$ cat config.mk
export PLATFORM = sky130hd
export DESIGN_NAME = packmem_rd_cache
export DESIGN_NICKNAME = d
export VERILOG_FILES = /design/src/rtl/packmem_rd_cache.sv
export SDC_FILE = /design/constraint.sdc
export NUM_CORES = 1
export LEC_CHECK = 0
export ABC_CLOCK_PERIOD_IN_PS = 850
export BUFFER_PORTS_ARGS = -buffer_cell sky130_fd_sc_hd__buf_2
export CAP_MARGIN = 20
export CORE_AREA = 2 2 89 91
export DETAILED_ROUTE_END_ITERATION = 12
export DIE_AREA = 0 0 91 93
export SLEW_MARGIN = 10
export SYNTH_ARGS = -nofsm -noshare
export SYNTH_HDL_FRONTEND = slang
export SYNTH_SLANG_ARGS = --single-unit
$ cat constraint.sdc
create_clock -name clk -period 0.85 [get_ports clk]
set_clock_uncertainty 0.1 [all_clocks]
set_input_delay 0.0425 -clock clk [delete_from_list [all_inputs] [get_ports clk]]
set_output_delay 0.0425 -clock clk [all_outputs]
set_load 0.1 [all_outputs]
$ cat src/rtl/packmem_rd_cache.sv
// Single-entry bigword read cache in front of the packet memory ping-pong buffer.
// Caching is enabled by defining PACKMEM_RD_CACHE_EN; otherwise every read goes to memory.
module packmem_rd_cache #(
    parameter int unsigned ADDR_WIDTH         = 10,
    parameter int unsigned PACKMEM_DATA_WIDTH = 64,
    parameter int unsigned PLEN_WIDTH         = 32,
    parameter int unsigned BUF_IN             = 0,
    parameter int unsigned BUF_OUT            = 0
) (
    input  logic                          clk,
    input  logic                          rst,
    input  logic [ADDR_WIDTH-1:0]         word_rd_addra,
    input  logic                          rd_en,
    input  logic                          acc,
    input  logic                          rej,
    input  logic                          rdy_ack,
    output logic                          rdy,
    output logic [PACKMEM_DATA_WIDTH-1:0] bigword,
    output logic                          bigword_vld,
    output logic [PLEN_WIDTH-1:0]         byte_len,
    output logic [ADDR_WIDTH-1:0]         mem_rd_addr,
    output logic                          mem_rd_en,
    output logic                          mem_acc,
    output logic                          mem_rej,
    output logic                          mem_rdy_ack,
    input  logic                          mem_rdy,
    input  logic [PACKMEM_DATA_WIDTH-1:0] mem_bigword,
    input  logic                          mem_bigword_vld,
    input  logic [PLEN_WIDTH-1:0]         mem_byte_len
);

    localparam int unsigned MEM_LAT = 1 + BUF_IN + BUF_OUT;

    logic               hit;
    logic               miss;
    logic [MEM_LAT-1:0] miss_pipe;
    logic               miss_out;

    assign rdy         = mem_rdy;
    assign byte_len    = mem_byte_len;
    assign mem_rd_addr = word_rd_addra;
    assign mem_acc     = acc;
    assign mem_rej     = rej;
    assign mem_rdy_ack = rdy_ack;

    assign miss      = rd_en & ~hit;
    assign mem_rd_en = miss & rst;
    assign miss_out  = miss_pipe[MEM_LAT-1];

    // The cast keeps the low MEM_LAT bits, which also covers MEM_LAT == 1.
    always_ff @(posedge clk or negedge rst) begin
        if (!rst) begin
            miss_pipe <= '0;
        end else begin
            miss_pipe <= MEM_LAT'({miss_pipe, miss});
        end
    end

`ifdef PACKMEM_RD_CACHE_EN
    logic                          inval;
    logic [ADDR_WIDTH-1:0]         tag_r;
    logic                          tag_vld_r;
    logic [PACKMEM_DATA_WIDTH-1:0] data_r;
    logic [MEM_LAT-1:0]            hit_pipe;
    logic                          hit_out;

    assign inval   = acc | rej | rdy_ack;
    assign hit     = rd_en & tag_vld_r & (word_rd_addra == tag_r) & ~inval;
    assign hit_out = hit_pipe[MEM_LAT-1];

    // Tag follows the latest issued miss; a miss in a handover cycle targets the new buffer.
    always_ff @(posedge clk or negedge rst) begin
        if (!rst) begin
            tag_r     <= '0;
            tag_vld_r <= 1'b0;
        end else if (miss) begin
            tag_r     <= word_rd_addra;
            tag_vld_r <= 1'b1;
        end else if (inval) begin
            tag_vld_r <= 1'b0;
        end
    end

    always_ff @(posedge clk or negedge rst) begin
        if (!rst) begin
            data_r   <= '0;
            hit_pipe <= '0;
        end else begin
            hit_pipe <= MEM_LAT'({hit_pipe, hit});
            if (miss_out && mem_bigword_vld) begin
                data_r <= mem_bigword;
            end
        end
    end

    always_comb begin
        bigword     = '0;
        bigword_vld = hit_out | (miss_out & mem_bigword_vld);
        if (hit_out) begin
            bigword = data_r;
        end else if (miss_out) begin
            bigword = mem_bigword;
        end
    end
`else
    assign hit = 1'b0;

    always_comb begin
        bigword     = '0;
        bigword_vld = miss_out & mem_bigword_vld;
        if (miss_out) begin
            bigword = mem_bigword;
        end
    end
`endif

endmodule

# Word level (Yosys, flattened, before mapping)
# Index checks and enable logic that the tools add are counted.
classes:
  n_addsub: 0
  mul: 0
  div_mod_pow: 0
  magnitude_cmp: 0
  eq_ne: 0
  shift: 0
  mux: 1
  n_bitwise: 2
  n_reduce_logical: 0
ops:
  columns: ["cell", "count"]
  rows:
  - ["$mux W64", 1]
  - ["$and A1 B1 Y1", 2]
totals:
  regBits: 1
  latch_bits: 0
  ramBits: 0
  romBits: 0
  output_inout_bits: 112
  elab_cells: 4
  mem_count: 0

# Depth between registers and ports, before layout
# Gate-level depths: netlist of run 1.
depth:
  word_depth: 1
  depth_mapped: 3
  depth_no_buf: 1

# Least setup slack after synthesis of run 1
# No wires, ideal clock.
synth_path:
  path_kind: "register -> output"
  start: "register miss_pipe, in the netlist miss_out"
  end: "output bigword[10]"
  arrival_ns: 1.317
  required_ns: 0.707
  setup_slack_ns: -0.609
  path_stages_with_launch: 4
  path_buffers: 2
  path_cell_list: "dfrtp_1 -> buf_6 -> buf_6 -> and2_1"
synth_between:
  elab_chain_cells: 1
synth_rtl:
  columns: ["element", "line", "source"]
  rows:
  - ["start, declared", "36", "logic [MEM_LAT-1:0] miss_pipe;"]
  - ["start signal, assigned", "55", "miss_pipe <= MEM_LAT'({miss_pipe, miss});"]
  - ["$mux W64", "111", "if (miss_out) begin"]
  - ["end, declared", "18", "output logic [PACKMEM_DATA_WIDTH-1:0] bigword,"]
# No other way between the ends.

# Worst setup path in the final report of run 1
layout_path:
  start: "register miss_pipe, in the netlist miss_out"
  end: "output bigword[49]"
# Same word-level chain as after synthesis.

==> results of run 1 <==
==> power breakdown <==
part           total (W)  leakage [nW]  switching [W]  internal (W)
logic            0.00247          1.17        0.00151      0.000966
registers      0.0000576        0.0107     0.00000616     0.0000514
clock network          0             0              0             0
total            0.00253          1.18        0.00151       0.00102
==> worst max-delay path, cell delays in order (launching register included) <==
cell and delay [ns]:
dfrtp_2 0.43, buf_12 0.18, and2_4 0.17, buf_12 0.17
==> worst max-delay path by stage <==
stage,startpoint,to,cells after the start
floorplan,miss_out,bigword[10],3
global placement,miss_out,bigword[22],3
global route,miss_out,bigword[49],3
finish,miss_out,bigword[49],3
CTS,miss_out,bigword[38],3
detailed placement,miss_out,bigword[38],3
==> area by class of cell <==
cell class	count	share of cell area
flip-flops and latches	1	0.0107
repair buffers	137	0.703
multi-input cells	66	0.235
well taps	102	0.0519
==> cells in the mapped netlist, drive strengths merged <==
cell and count:
and2 66, buf 53, dfrtp 1
==> routing by layer <==
metal  GRT usage  share of wire
met1      0.0737           0.30
met4      0.0152          0.022
met5           0              0
met2       0.146           0.53
met3      0.0258           0.15
==> cell families (layout without fill, tap and decap cells) <==
logic type | Yosys count | count (layout) | share of synthesized area
buf+inv | 53 | 137 | 0.488
simple gates | 66 | 66 | 0.482
flops | 1 | 1 | 0.0292
==> timing repair <==
item	4_1_cts	5_1_grt
pin swaps	0	2
endpoints found under the setup margin	65	65
hold endpoints to repair	47	46
==> through the flow <==
step / total power [W] / utilization / setup slack, ns
final: 0.00253 / 0.326 / -0.256
after global placement: 0.00252 / 0.325 / -0.225
after detailed placement: 0.00254 / 0.325 / -0.271
after floorplan: 0.00262 / - / -0.207
after CTS: 0.00255 / 0.326 / -0.269
after global routing: 0.00259 / 0.326 / -0.296
==> flow_summary.json, run 1 <==
{
  "status": "complete, but fails checks",
  "violations": "negative hold slack, negative setup slack",
  "max_cap_violations": 0,
  "crit_fanout": 26,
  "synth_area_per_cell_um2": 7.13,
  "die-height_um": 93,
  "via_per_inst": 3.37,
  "largest_register_ffs": 1,
  "dp_hpwl_mm": 3.17,
  "fill_cells": 765,
  "ys_warn_count": 0,
  "synth-seq-cells": 1,
  "netlist.area_leader.share": 0.482,
  "synth.net_count": 234,
  "post_cts_resized": 0,
  "tns_ns": -14.84,
  "seq_area_um2": 26.3,
  "cts.hold.buffers_added": 1,
  "start_util": 0.114,
  "grt_usage": 0.0737,
  "fmax_mhz": 904,
  "min_path_cells": 0,
  "setup_viol_count_final": 65,
  "layout_common_cells": "69 x buf_12, 67 x buf_2, 65 x and2_4",
  "grt_pass1_wl_mm": 5.30,
  "antenna_found_initial": 0,
  "slew_headroom": 0.890,
  "drive_above_1_share": 0.995,
  "antenna_left": 0,
  "hp-start": "mem_byte_len[0]",
  "tightestPinTransition_ns": 0.165,
  "min_path_type": "in -> out",
  "finalHoldViolCount": 46,
  "layout_commonest_cell": "buf_12",
  "drtIter0Drc": 10,
  "required_ns": 0.71,
  "synth.top_cells.by_area": "and2_1 48%, buf_4 40%, buf_6 7.9%, dfrtp_1 2.9%, buf_2 0.58%",
  "die_x_um": 91,
  "clkSlewWorstSetupHoldPaths_ns": 0,
  "instances_no_fill": 306,
  "cp-end-kind": "output pin",
  "p_leak_nw": 1.18,
  "vias": 1031,
  "fin_crit_ns": 1.11,
  "route.detailed.drc": 0,
  "hold-worst-slack_ns": -0.0150,
  "grt_pass1_vias": 1090,
  "area_delta_synth_final_pct": 187,
  "placed_area_um2": 2450,
  "rsz0062_at_grt": "true",
  "dp.cells": 305,
  "worstSetupPathType": "reg -> out",
  "nNetsFinal": 320,
  "io-pin-count": 226,
  "drtPass1Iterations": 2,
  "cp-start-kind": "flip-flop",
  "min_to": "byte_len[0]",
  "diodes": 0,
  "synth_top_cell_by_area": "and2_1",
  "synth_cells": 120,
  "syn_area_um2": 856,
  "post-route-period-util": 1.30,
  "port_buffers": 133,
  "gp_congestion": 0.604,
  "core_um2": 7530,
  "postCtsSetupBuffers": 0,
  "avgRoutedWirePerCell_um": 11.4,
  "seq_area_frac_synth": 0.0292,
  "multi_input_area_um2": 577,
  "grt-ovfl-total": 0,
  "power_density_nw_per_um2": 1030,
  "ys_types": 5,
  "maxSlewViolCount": 0,
  "finalInstanceArea_um2": 2460,
  "grt_max_degree": 27,
  "finalWirelength_mm": 3.48,
  "cp.arrival_ns": 0.96,
  "die_area_um2": 8460,
  "fin_ws_ns": -0.256,
  "peakVddDrop_mv": 0.413,
  "row_count": 32
}
Power figures use the tool's default switching activity.
==> run 2, diff against run 1 <==
==> constraint.sdc (replaced) <==
create_clock -name clk -period 0.85 [get_ports clk]
set_clock_uncertainty 0.1 [all_clocks]
set_input_delay 0.17 -clock clk [delete_from_list [all_inputs] [get_ports clk]]
set_output_delay 0.17 -clock clk [all_outputs]
set_load 0.1 [all_outputs]
==> run 2 against run 1 <==
Effect of this change:
- the run ends with negative setup slack left
- worst setup slack lost 0.17 ns
- via count grew 2.0%
- total power grew 2.9%
- sequential cell count is the same
- critical path type unchanged
- critical endpoint unchanged
- largest cell class unchanged
- largest power group unchanged
==> flow_summary.json, run 2 (synthesis results as in run 1) <==
{
  "status": "complete, but fails checks",
  "violations": "negative setup slack",
  "core_um2": 7530,
  "antenna_found_initial": 0,
  "start_util": 0.114,
  "path_cells": "buf_12 -> clkbuf_16 -> and2_4 -> buf_12",
  "placed_area_um2": 2460,
  "fmax_mhz": 786,
  "peakVddDrop_mv": 0.245,
  "via_per_inst": 3.36,
  "crit_path_end": "bigword[49]",
  "avgRoutedWirePerCell_um": 12.5,
  "max_stage_delay_ns": 0.39,
  "tightestPinTransition_ns": 0.0935,
  "p_leak_nw": 1.24,
  "grt_max_degree": 29,
  "route.detailed.drc": 0,
  "critPathTopFamily": "buffers and inverters",
  "cp.arrival_ns": 1.00,
  "cp_num_cells": 4,
  "fin_util": 0.343,
  "min_path_type": "in -> out",
  "slew_headroom": 0.938,
  "layout_commonest_cell": "buf_12",
  "max_cap_violations": 0,
  "drtIter0Drc": 4,
  "crit_fanout": 8,
  "maxSlewViolCount": 0,
  "cp-start-kind": "flip-flop",
  "io-pin-count": 226,
  "crit_top_cell": "buf_12",
  "vias": 1052,
  "cp-end-kind": "output pin",
  "worstSetupPathType": "reg -> out",
  "fin_crit_ns": 1.27,
  "gp_congestion": 0.598,
  "power_density_nw_per_um2": 1010,
  "critical_path.slowest_cell": "dfrtp_2",
  "post-route-period-util": 1.50,
  "fin_ws_ns": -0.422,
  "row_count": 32,
  "clkSlewWorstSetupHoldPaths_ns": 0,
  "area_delta_synth_final_pct": 201,
  "diodes": 0,
  "fill_cells": 774,
  "die_area_um2": 8460,
  "grt_usage": 0.0782,
  "layout_common_cells": "70 x buf_12, 66 x and2_4, 65 x buf_2",
  "die_x_um": 91,
  "drive_above_1_share": 0.995,
  "grt_pass1_vias": 1039,
  "worst-path-buf-inv": 3,
  "grt_pass1_wl_mm": 5.50,
  "finalInstanceArea_um2": 2580,
  "dp_hpwl_mm": 3.34,
  "finalWirelength_mm": 3.92,
  "drtPass1Iterations": 4,
  "required_ns": 0.58,
  "port_buffers": 133,
  "cp-startpoint": "miss_out",
  "setup_viol_count_final": 65,
  "antenna_left": 0,
  "largest_register_ffs": 1,
  "nNetsFinal": 327,
  "die-height_um": 93,
  "finalHoldViolCount": 0,
  "grt-ovfl-total": 0,
  "rsz0062_at_grt": "true"
}
-- run 2: cell count changes in the layout (fill, tap and decap cells not counted) --
cell,delta
buf_4,+2
buf_2,-2
buf_12,+1
and2_2,-1
and2_4,+1
buf_6,+4
clkbuf_16,+2
-- run 2: final cells by class --
cell class,instances,area [um2],share of cell area
Tap cell,102,128,0.0495
Multi-Input combinational cell,66,578,0.224
Timing Repair Buffer,144,1850,0.716
Sequential cell,1,26.3,0.0102
-- run 2: metal layers --
metal  track usage  up-vias  part of all wire
met5             0        -                 0
met4       0.00884        0            0.0061
met3        0.0258        6              0.13
met2         0.154       89              0.52
met1        0.0830      468              0.35
li1              -      489                 -
-- run 2: report_power, final --
group | internal (W) | leakage [nW] | total [W] | switching, W
Sequential | 0.0000514 | 0.0107 | 0.0000533 | 0.00000190
Combinational | 0.00102 | 1.23 | 0.00255 | 0.00153
Clock | 0 | 0 | 0 | 0
-- run 2: worst min path at each step --
| stage | start | to | slack, ns | cells after the start |
|---|---|---|---|---|
| 3_3_place_gp | rst | miss_out | -0.04 | 2 |
| 5_1_grt | mem_byte_len[10] | byte_len[10] | 0.24 | 0 |
| 2_1_floorplan | rst | miss_out | -0.23 | 0 |
| 6_report | mem_byte_len[0] | byte_len[0] | 0.24 | 0 |
| 4_1_cts | mem_byte_len[11] | byte_len[11] | 0.24 | 0 |
| 3_5_place_dp | rst | miss_out | -0.05 | 2 |
-- run 2: stage by stage --
stage	setup TNS [ns]	hold slack (ns)	std cells	worst slack (ns)	total power, W
after floorplan	-20.51	-0.226	120	-0.334	0.00262
after global placement	-23.27	-0.0444	307	-0.386	0.00254
after detailed placement	-25.29	-0.0532	307	-0.420	0.00256
after CTS	-25.24	0.241	308	-0.418	0.00257
after global routing	-27.41	0.240	313	-0.438	0.00267
final	-26.40	0.240	313	-0.422	0.00260
-- run 2: repair_timing --
| item | in CTS | in global routing |
|---|---|---|
| hold endpoints to repair | 1 | 0 |
| buffers inserted | 0 | 1 |
| hold buffers | 1 | 0 |
| resized for setup | 1 | 1 |
| pin swaps | 1 | 1 |
| setup endpoints to repair | 66 | 66 |
| gates cloned | 0 | 4 |
==> run 3, diff against run 2 <==
--- a/constraint.sdc
+++ b/constraint.sdc
@@ -4,2 +4,2 @@
 set_output_delay 0.17 -clock clk [all_outputs]
-set_load 0.1 [all_outputs]
+set_load 0.05 [all_outputs]
==> run 3 against run 2 <==
Effect of this change:
- the flow still finishes with violations (negative setup slack)
- critical endpoint is now bigword[9]
- via count is 1.6% lower
- largest cell class unchanged
- worst setup slack better by 0.026 ns
- total power is 36% lower
- fmax is 2.1% higher
- global-route usage is 0.58 points lower
==> flow_summary.json, run 3 (synthesis results as in run 1) <==
{
  "antenna_left": 0,
  "dp_worst_setup_slack_ns": -0.482,
  "min_path_type": "in -> out",
  "power_density_nw_per_um2": 790,
  "fin_util": 0.281,
  "die_x_um": 91,
  "fmax_mhz": 803,
  "layout_commonest_cell": "buf_2",
  "max_stage_delay_ns": 0.43,
  "gp_congestion": 0.677,
  "crit_fanout": 4,
  "via_per_inst": 3.35,
  "row_count": 32,
  "clkSlewWorstSetupHoldPaths_ns": 0,
  "worstSetupPathType": "reg -> out",
  "grt_pass1_vias": 1101,
  "p_leak_nw": 1.09,
  "critical_path.slowest_cell": "dfrtp_2",
  "peakVddDrop_mv": 0.285,
  "finalInstanceArea_um2": 2120,
  "die-height_um": 93,
  "area_delta_synth_final_pct": 148,
  "placed_area_um2": 1430,
  "cp-end-kind": "output pin",
  "drtPass1Iterations": 2,
  "setup_viol_count_final": 65,
  "nNetsFinal": 323,
  "path_cells": "buf_4 -> buf_6 -> and2_4 -> buf_8",
  "route.detailed.drc": 0,
  "min_path_cells": 0,
  "vias": 1035,
  "antenna_found_initial": 0,
  "fin_ws_ns": -0.396,
  "status": "complete, but fails checks",
  "layout_common_cells": "67 x buf_2, 61 x and2_4, 60 x buf_8",
  "largest_register_ffs": 1,
  "tightestPinTransition_ns": 0.149,
  "maxSlewViolCount": 0,
  "grt_max_degree": 62,
  "rsz0062_at_grt": "true",
  "port_buffers": 133,
  "avgRoutedWirePerCell_um": 12.0,
  "diodes": 0,
  "die_area_um2": 8460,
  "drive_above_1_share": 0.995,
  "start_util": 0.114,
  "violations": "negative setup slack",
  "slew_headroom": 0.901,
  "fin_crit_ns": 1.25,
  "critPathTopFamily": "flip-flops",
  "post-route-period-util": 1.47,
  "worst-path-buf-inv": 3,
  "finalHoldViolCount": 0,
  "finalPower_w": 0.00167,
  "tns_ns": -23.54,
  "grt_pass1_wl_mm": 5.18,
  "finalWirelength_mm": 3.72,
  "cp-start-kind": "flip-flop",
  "required_ns": 0.58,
  "drtIter0Drc": 9,
  "max_cap_violations": 0,
  "grt-ovfl-total": 0,
  "dp_hpwl_mm": 2.51,
  "grt_usage": 0.0724,
  "cp.arrival_ns": 0.98,
  "core_um2": 7530,
  "cp_num_cells": 4,
  "io-pin-count": 226
}
==> run 3: cell types whose count changed in the layout (fill, tap and decap cells not counted) <==
cell	delta
buf_4	+1
clkbuf_16	-1
and2_4	-5
buf_8	+60
and2_2	+5
buf_12	-69
buf_2	+2
buf_6	+3
==> run 3: cell type report <==
class | count | area, um2
multi-input cells | 66 | 572
well taps | 102 | 128
fillers | 785 | 5410
flip-flops and latches | 1 | 26.3
repair buffers | 140 | 1390
==> run 3: path summary, 6_finish.rpt <==
check | from | to | slack, ns
max in group asynchronous | rst | miss_out | 0.07
setup / recovery | miss_out | bigword[9] | -0.40
min in group asynchronous | rst | miss_out | 0.49
hold / removal | word_rd_addra[5] | mem_rd_addr[5] | 0.24
==> run 3: per-stage QoR <==
stage	cells	hold WS, ns
finish	309	0.240
global placement	306	-0.0584
CTS	308	0.240
global route	309	0.240
detailed placement	306	-0.0567
floorplan	120	-0.226
==> run 3: report_power, final <==
part / leakage (nW) / total [W] / internal, W / switching [W]
sequential: 0.0107 / 0.0000569 / 0.0000514 / 0.00000545
clock: 0 / 0 / 0 / 0
combinational: 1.08 / 0.00162 / 0.000763 / 0.000853
==> run 3: routing by layer <==
layer,routed length [um],track usage
met1,1040,0.0610
met4,58,0.0189
met2,2040,0.148
met5,0,0
met3,578,0.0363
==> run 3: repair_timing <==
item                                    in CTS  in global routing
hold buffers                                 1                  0
hold endpoints to repair                     1                  0
cloned                                       0                  1
resized for setup                          192                  6
endpoints found under the setup margin      66                 65
setup buffers                                1                  0
